File: config.mk
export PLATFORM = sky130hd
export DESIGN_NAME = bcd_sequencial_flat
export DESIGN_NICKNAME = d
export VERILOG_FILES = /design/src/rtl/bcd_sequencial_if.sv /design/src/rtl/bcd_sequencial.sv /design/src/flat_wrapper.sv
export SDC_FILE = /design/constraint.sdc
export NUM_CORES = 1
export LEC_CHECK = 0
export CAP_MARGIN = 20
export CORE_MARGIN = 5
export CORE_UTILIZATION = 48
export DETAILED_ROUTE_END_ITERATION = 8
export PLACE_DENSITY_LB_ADDON = 0.3
export SYNTH_ARGS = -nofsm -noshare
export SYNTH_HDL_FRONTEND = slang
export SYNTH_SLANG_ARGS = --single-unit
File: constraint.sdc
create_clock -name clock -period 1.3 [get_ports clock]
set_input_delay 0.39 -clock clock [delete_from_list [all_inputs] [get_ports clock]]
set_output_delay 0.39 -clock clock [all_outputs]
set_load 0.005 [all_outputs]
File: src/rtl/bcd_sequencial_if.sv
// Handshake and data bundle between the output path and the BCD converter.
// Slave modport is the converter side; master is the requester side.
interface bcd_sequencial_if #(
  parameter int WIDTH  = 32,
  parameter int DIGITS = 10
);
  logic                  inicio;
  logic [1:0]            controlesaida;
  logic [WIDTH-1:0]      binario;
  logic                  ocupado;
  logic                  pronto;
  logic [4*DIGITS-1:0]   digitos;
  logic                  overflow;
  logic                  negativo;

  modport master (
    output inicio, controlesaida, binario,
    input  ocupado, pronto, digitos, overflow, negativo
  );

  modport slave (
    input  inicio, controlesaida, binario,
    output ocupado, pronto, digitos, overflow, negativo
  );
endinterface

File: src/rtl/bcd_sequencial.sv
// Sequential binary-to-BCD converter (double dabble, one bit per clock).
// Define BCD_SINAL_EN to treat binario as two's complement and report the sign.
module bcd_sequencial #(
  parameter int WIDTH  = 32,
  parameter int DIGITS = 10
) (
  input logic             clock,
  input logic             reset,
  bcd_sequencial_if.slave bus
);

  localparam int CW = $clog2(WIDTH + 1);

  typedef enum logic [1:0] {OCIOSO, DESLOCA, FIM} state_t;

  state_t                r_state;
  logic [WIDTH-1:0]      r_shift;
  logic [4*DIGITS-1:0]   r_work;
  logic [CW-1:0]         r_cnt;
  logic                  r_ovf;
  logic                  r_ocupado;
  logic                  r_pronto;
  logic [4*DIGITS-1:0]   r_digitos;
  logic                  r_overflow;
`ifdef BCD_SINAL_EN
  logic                  r_sign;
  logic                  r_negativo;
`endif

  logic                  w_start;
  logic                  w_load;
  logic [WIDTH-1:0]      w_mag;
  logic                  w_neg;
  logic [4*DIGITS-1:0]   w_adj;

  always_comb begin
    w_start = bus.inicio && (bus.controlesaida == 2'b01);
    w_load  = w_start && (r_state == OCIOSO || r_state == FIM);
`ifdef BCD_SINAL_EN
    w_neg   = bus.binario[WIDTH-1];
    w_mag   = w_neg ? (~bus.binario + 1'b1) : bus.binario;
`else
    w_neg   = 1'b0;
    w_mag   = bus.binario;
`endif
    w_adj   = r_work;
    for (int d = 0; d < DIGITS; d++) begin
      if (r_work[4*d +: 4] >= 4'd5) begin
        w_adj[4*d +: 4] = r_work[4*d +: 4] + 4'd3;
      end
    end
  end

  // A start seen in FIM overrides the return to OCIOSO, giving back-to-back conversions.
  always_ff @(posedge clock) begin
    if (!reset) begin
      r_state    <= OCIOSO;
      r_shift    <= '0;
      r_work     <= '0;
      r_cnt      <= '0;
      r_ovf      <= 1'b0;
      r_ocupado  <= 1'b0;
      r_pronto   <= 1'b0;
      r_digitos  <= '0;
      r_overflow <= 1'b0;
`ifdef BCD_SINAL_EN
      r_sign     <= 1'b0;
      r_negativo <= 1'b0;
`endif
    end else begin
      r_pronto <= 1'b0;
      case (r_state)
        OCIOSO: ;
        DESLOCA: begin
          r_work  <= {w_adj[4*DIGITS-2:0], r_shift[WIDTH-1]};
          r_shift <= {r_shift[WIDTH-2:0], 1'b0};
          r_ovf   <= r_ovf | w_adj[4*DIGITS-1];
          r_cnt   <= r_cnt - 1'b1;
          if (r_cnt == CW'(1)) begin
            r_state   <= FIM;
            r_ocupado <= 1'b0;
          end
        end
        FIM: begin
          r_pronto   <= 1'b1;
          r_digitos  <= r_work;
          r_overflow <= r_ovf;
`ifdef BCD_SINAL_EN
          r_negativo <= r_sign;
`endif
          r_state    <= OCIOSO;
        end
        default: r_state <= OCIOSO;
      endcase
      if (w_load) begin
        r_shift   <= w_mag;
        r_work    <= '0;
        r_ovf     <= 1'b0;
        r_cnt     <= CW'(WIDTH);
        r_state   <= DESLOCA;
        r_ocupado <= 1'b1;
`ifdef BCD_SINAL_EN
        r_sign    <= w_neg;
`endif
      end
    end
  end

  assign bus.ocupado  = r_ocupado;
  assign bus.pronto   = r_pronto;
  assign bus.digitos  = r_digitos;
  assign bus.overflow = r_overflow;
`ifdef BCD_SINAL_EN
  assign bus.negativo = r_negativo;
`else
  assign bus.negativo = 1'b0;
`endif

endmodule

File: src/flat_wrapper.sv
// flat-port wrapper written by rule: the top's interface ports become plain ports
module bcd_sequencial_flat 
#(
  parameter int WIDTH  = 32,
  parameter int DIGITS = 10
)
  (clock, reset, bus_inicio, bus_controlesaida, bus_binario, bus_ocupado, bus_pronto, bus_digitos, bus_overflow, bus_negativo);
  bcd_sequencial_if #(.WIDTH(WIDTH), .DIGITS(DIGITS)) bus_i ();
  input logic clock;
  input logic reset;
  input wire logic [$bits(bus_i.inicio)-1:0] bus_inicio;
  input wire logic [$bits(bus_i.controlesaida)-1:0] bus_controlesaida;
  input wire logic [$bits(bus_i.binario)-1:0] bus_binario;
  output wire logic [$bits(bus_i.ocupado)-1:0] bus_ocupado;
  output wire logic [$bits(bus_i.pronto)-1:0] bus_pronto;
  output wire logic [$bits(bus_i.digitos)-1:0] bus_digitos;
  output wire logic [$bits(bus_i.overflow)-1:0] bus_overflow;
  output wire logic [$bits(bus_i.negativo)-1:0] bus_negativo;
  assign bus_i.inicio = bus_inicio;
  assign bus_i.controlesaida = bus_controlesaida;
  assign bus_i.binario = bus_binario;
  assign bus_ocupado = bus_i.ocupado;
  assign bus_pronto = bus_i.pronto;
  assign bus_digitos = bus_i.digitos;
  assign bus_overflow = bus_i.overflow;
  assign bus_negativo = bus_i.negativo;
  bcd_sequencial #(.WIDTH(WIDTH), .DIGITS(DIGITS)) u_core (.clock(clock), .reset(reset), .bus(bus_i));
endmodule
==> Word level (Yosys, flattened, before mapping) <==
Cells that the tools add are included.
{ "totals": {"output_inout_bits": 44, "regBits": 124, "word_cells": 73, "in_bits": 37} }
{ "op_classes": {"add_sub_neg": 11, "mux": 21, "eq_ne": 7, "n_lt_le_gt_ge": 10, "bitwise_logic": 3, "reduce_logical": 10} }
{ "op_table": {"columns": ["op", "count"], "rows": [
  ["$mux W32", 2],
  ["$add A4 B2 Y4 const B", 10],
  ["$ge A4 B3 Y1 const B", 10],
  ["$mux W4", 10],
  ["$mux W6", 2],
  ["$eq A6 B1 Y1 const B", 1],
  ["$reduce_and A2 Y1", 3],
  ["$sub A6 B1 Y6 const B", 1],
  ["$mux W1", 5],
  ["$eq A2 B1 Y1 const B", 2],
  ["$ne A2 B1 Y1 const B", 2],
  ["$pmux W2 S2", 1],
  ["$reduce_bool A2 Y1", 2],
  ["$ne A3 B1 Y1 const B", 1],
  ["$eq A2 B2 Y1 const B", 1],
  ["$logic_and A1 B1 Y1", 2],
  ["$logic_not A2 Y1", 1],
  ["$mux W2", 1],
  ["$not A1 Y1", 2],
  ["$reduce_or A2 Y1", 1],
  ["$logic_or A1 B1 Y1", 1],
  ["$or A1 B1 Y1", 1]
]} }

==> Longest topological paths before layout <==
{ "depth": {"depth_word": 5, "mapped_depth": 6, "mapped_depth_nobuf": 6} }

==> Worst setup path before layout <==
Ideal clock, no wire load.
{ "synth_timing": {"path_kind": "register to register", "startpoint": "reg u_core.r_work[1]", "endpoint": "reg u_core.r_work[2]", "stages_incl_launch_ff": 7, "period_less_slack_ns": 1.479, "t_arrival_ns": 1.394, "slack_ns": -0.179, "setup_time_ns": 0.086, "t_required_ns": 1.214, "path_buffers": 0, "cell_sequence": "dfxtp_1 inv_1 ha_1 nand2b_1 a21oi_1 mux2_2 a211oi_1"} }
{ "synth_between": {"elab_chain_len": 2, "word_cells_on_any_way": 3, "classes_between": "add/sub (1); order compare (1); mux (1)"} }
{ "synth_lines": {"columns": ["item", "line_no", "source"], "rows": [
  ["start, declared", "bcd_sequencial.sv:18", "logic [4*DIGITS-1:0] r_work;"],
  ["start signal, assigned", "bcd_sequencial.sv:75", "r_work <= {w_adj[4*DIGITS-2:0], r_shift[WIDTH-1]};"],
  ["$add A4 B2 Y4 / $ge A4 B3 Y1 (equally long branches)", "bcd_sequencial.sv:49, bcd_sequencial.sv:48", null],
  ["$mux W4 (*)", "bcd_sequencial.sv:48", "if (r_work[4*d +: 4] >= 4'd5) begin"]
]} }
Mark *: on every way between the ends. The rest lies on a longest branch, timed or not.
A chain may end at the register's enable or synchronous reset.

==> Final worst setup path <==
{ "layout_timing": {"startpoint": "reg u_core.r_state[1]", "endpoint": "reg u_core.r_cnt[0]"} }
{ "layout_between": {"elab_chain_len": 4, "word_cells_on_any_way": 6, "classes_between": "eq/ne (2); reduce/logical (4)"} }
{ "layout_lines": {"columns": ["item", "line_no", "source"], "rows": [
  ["start, declared", "bcd_sequencial.sv:16", "state_t r_state;"],
  ["start signal, assigned", "bcd_sequencial.sv:57", "r_state <= OCIOSO;"],
  ["start signal, assigned", "bcd_sequencial.sv:80", "r_state <= FIM;"],
  ["start signal, assigned", "bcd_sequencial.sv:91", "r_state <= OCIOSO;"],
  ["$eq A2 B2 Y1 / $logic_not A2 Y1 (equally long branches)", "bcd_sequencial.sv:38", "w_load = w_start && (r_state == OCIOSO || r_state == FIM);"],
  ["$logic_or A1 B1 Y1", "bcd_sequencial.sv:38", null],
  ["$logic_and A1 B1 Y1", "bcd_sequencial.sv:38", null],
  ["$reduce_or A2 Y1 (no source line)", null, null],
  ["end signal, assigned", "bcd_sequencial.sv:78", "r_cnt <= r_cnt - 1'b1;"],
  ["end signal, assigned", "bcd_sequencial.sv:99", "r_cnt <= CW'(WIDTH);"],
  ["end, declared", "bcd_sequencial.sv:19", "logic [CW-1:0] r_cnt;"]
]} }
Several ways; a longest one is shown, not always the timed one.

==> impl_metrics.toml <==
[timing]
final-max-slew-violation-count = 0
grt_setup_unrepaired = "yes"
fin_worst_skew_ps = 10.4
setup_slack_ps = -292
fin_crit_sh_pct = 122
finalSetupTns_ps = -13480
fin_hold_ws_ps = 427
max_freq_ghz = 0.628
period_needed_ps = 1590
setup_viol = 120
hold_viol = 0

[cts]
clk_path_buf_depth = 2
clk_latency_ps = 430
cts-root-buf = "clkbuf_16"
clk_pin_slew_ps = 60
numCtsBuffers = 17
cts_hold_buffers = 0
cts_tree = "built"
ctsHtreeMaxLevel = 4
clock-sinks = 124

[logic_synthesis]
yosysTopAreaCell = "dfxtp_1"
yosysTopAreaCellShare_pct = 42.8
syn_area_mm2 = 0.00580
synth-seq-cells = 124
synth.distinct_cells = 42
synth-main-ff-cell = "dfxtp_1"
synth_area_leaders = "dfxtp_1 43%, nand2_1 9.4%, o211a_1 5.2%"
yosysSeqAreaShare_pct = 42.8
syn_nets = 760
syn_inst = 701
synthArstFlopShare_pct = 0
syn_area_per_cell_um2 = 8.28
synth_enable_flop_cells = 0
yosysWarnings = 0

[global_routing]
gr-total-overflow = 0
grt_usage_pct = 24.5
antenna_found_initial = 0
first_global_vias = 5903
grt_max_degree = 33
grt_pass1_wl_um = 28500

[route]
drt_iter0_markers = 653
via_per_inst = 6.21
ant_nets = 0
num_vias = 6421
drc = 0
first_pass_iters = 6
wl_um = 23100
routedWlPerCell_um = 22.3

[finish]
final_common_cell = "nand2_1"
design_area_mm2 = 0.00969
n_fill_cell = 590
syn2layout_area_growth_pct = 67.0
final_cell_mix = "144 x nand2_1, 80 x buf_4, 67 x dfxtp_2"
drive_gt1_share_pct = 50.5
fin_nets = 935
diodes = 0

[run_status]
violations = "negative setup slack"
outcome = "complete, but fails checks"

[die]
die_h_um = 120
dieArea_mm2 = 0.0144
die_w_um = 120
initial_core_util_pct = 48.7
core_mm2 = 0.0119
rows = 40
io_pins = 81

[place]
place_ws_ps = -601
placed_area_mm2 = 0.00763
portBuffers = 79
dp_hpwl_um = 9850
finalWeightedCongestion = 0.842

[power]
clkPwrFrac_pct = 45.1
sw_frac_of_total_pct = 25.8
finalPower_uw = 10400
power.switching_uw = 2670
p_leak_uw = 0.00395
peakVddDrop_uv = 1000
p_seq_share_pct = 39.4
p_int_uw = 7680
power_density_mw_per_mm2 = 1070
p_comb_share_pct = 15.5

[setup_path]
crit_path_start_kind = "flip-flop"
critPathKind = "reg -> reg"
worst-path-max-fanout = 5
crit_required_ps = 1600
worstPathArrival_ps = 1890
worstSetupEndpointType = "flip-flop"

[run]
cap_violations = 0

[hold_path]
min_path_type = "in -> reg"
## state kept, by name (all words and copies together) (netlist names)
signal / cells
u_core.bus.digitos: 40
u_core.bus.ocupado: 1
u_core.bus.overflow: 1
u_core.bus.pronto: 1
u_core.r_cnt: 6
u_core.r_ovf: 1
u_core.r_shift: 32
u_core.r_state: 2
u_core.r_work: 40
## metrics by stage
| stage | util, % | cells |
|---|---|---|
| finish | 81.4 | 1034 |
| global route | 81.4 | 1034 |
| CTS | 74.0 | 1006 |
| detailed placement | 64.1 | 945 |
| global placement | 64.1 | 945 |
| floorplan | - | 701 |
## routing by layer
| layer | GRT usage [%] | share of wire (%) | up-vias |
|---|---|---|---|
| li1 | - | - | 2803 |
| met1 | 28.0 | 37 | 3128 |
| met2 | 43.8 | 51 | 359 |
| met3 | 5.23 | 6.7 | 131 |
| met4 | 10.7 | 6.2 | 0 |
| met5 | 0 | 0 | - |
## synthesized netlist by cell type, types with 10 or more instances
cell and instances:
a21oi_1 49, nor2_1 34, clkbuf_1 26, a2111oi_0 10, o21ai_0 29, nand2b_1 12, a41oi_1 10, ha_1 22
nand3_1 42, mux2_2 10, nand2_1 146, dfxtp_1 124, a31oi_1 11, o211a_1 30, a211oi_1 13, a21boi_0 39
buf_2 27, inv_1 22
## area by class of cell
type	count	area (um^2)	share of cell area (%)
repair buffers	214	2180	22.5
flip-flops and latches	124	2580	26.6
multi-input cells	497	4070	42.0
inverters	22	113	1.16
well taps	147	184	1.90
clock buffers	22	474	4.89
clock inverters	8	92.6	0.955
## power by group through the flow
stage	Combinational [uW]	Clock (uW)	Sequential, uW
final	1600	4670	4080
after global routing	1670	4820	4090
after CTS	1250	4620	4050
after detailed placement	1000	0	4110
after global placement	952	0	4110
after floorplan	644	0	4070
## logic make-up (layout without fill, tap and decap cells)
kind of cell	after synthesis	in the layout	synth area share [%]
buf+inv	82	266	6.23
simple gates	258	260	19.6
xor+xnor	4	4	0.604
other cells	1	1	0.0646
mux	10	10	1.94
flops	124	124	42.8
compound gates	200	200	24.0
fa+ha+maj	22	22	4.74
## final timing paths
kind	start	end	slack (ps)	cells past startpoint
setup reg to reg	u_core.r_state[1]	u_core.r_cnt[0]	-290	6
setup / recovery	u_core.r_state[1]	u_core.r_cnt[0]	-290	6
hold / removal	reset	u_core.r_work[20]	430	4
hold reg to reg	u_core.bus.digitos[23]	u_core.bus.digitos[23]	450	2
## critical path: stages (launching register included)
cell     delay, ps
dfxtp_2        380
and2b_4        230
buf_12         150
buf_6          120
buf_4          140
xnor2_1        360
nor2_4          80
## what timing repair did
action | in CTS | in global routing
endpoints found under the setup margin | 163 | 89
endpoints found under the hold margin | 0 | 0
gates resized for setup | 315 | 159
cloned | 7 | 15
buffers inserted | 24 | 16
pin swaps | 27 | 29
Note: power is estimated with default switching activity, not from simulation.
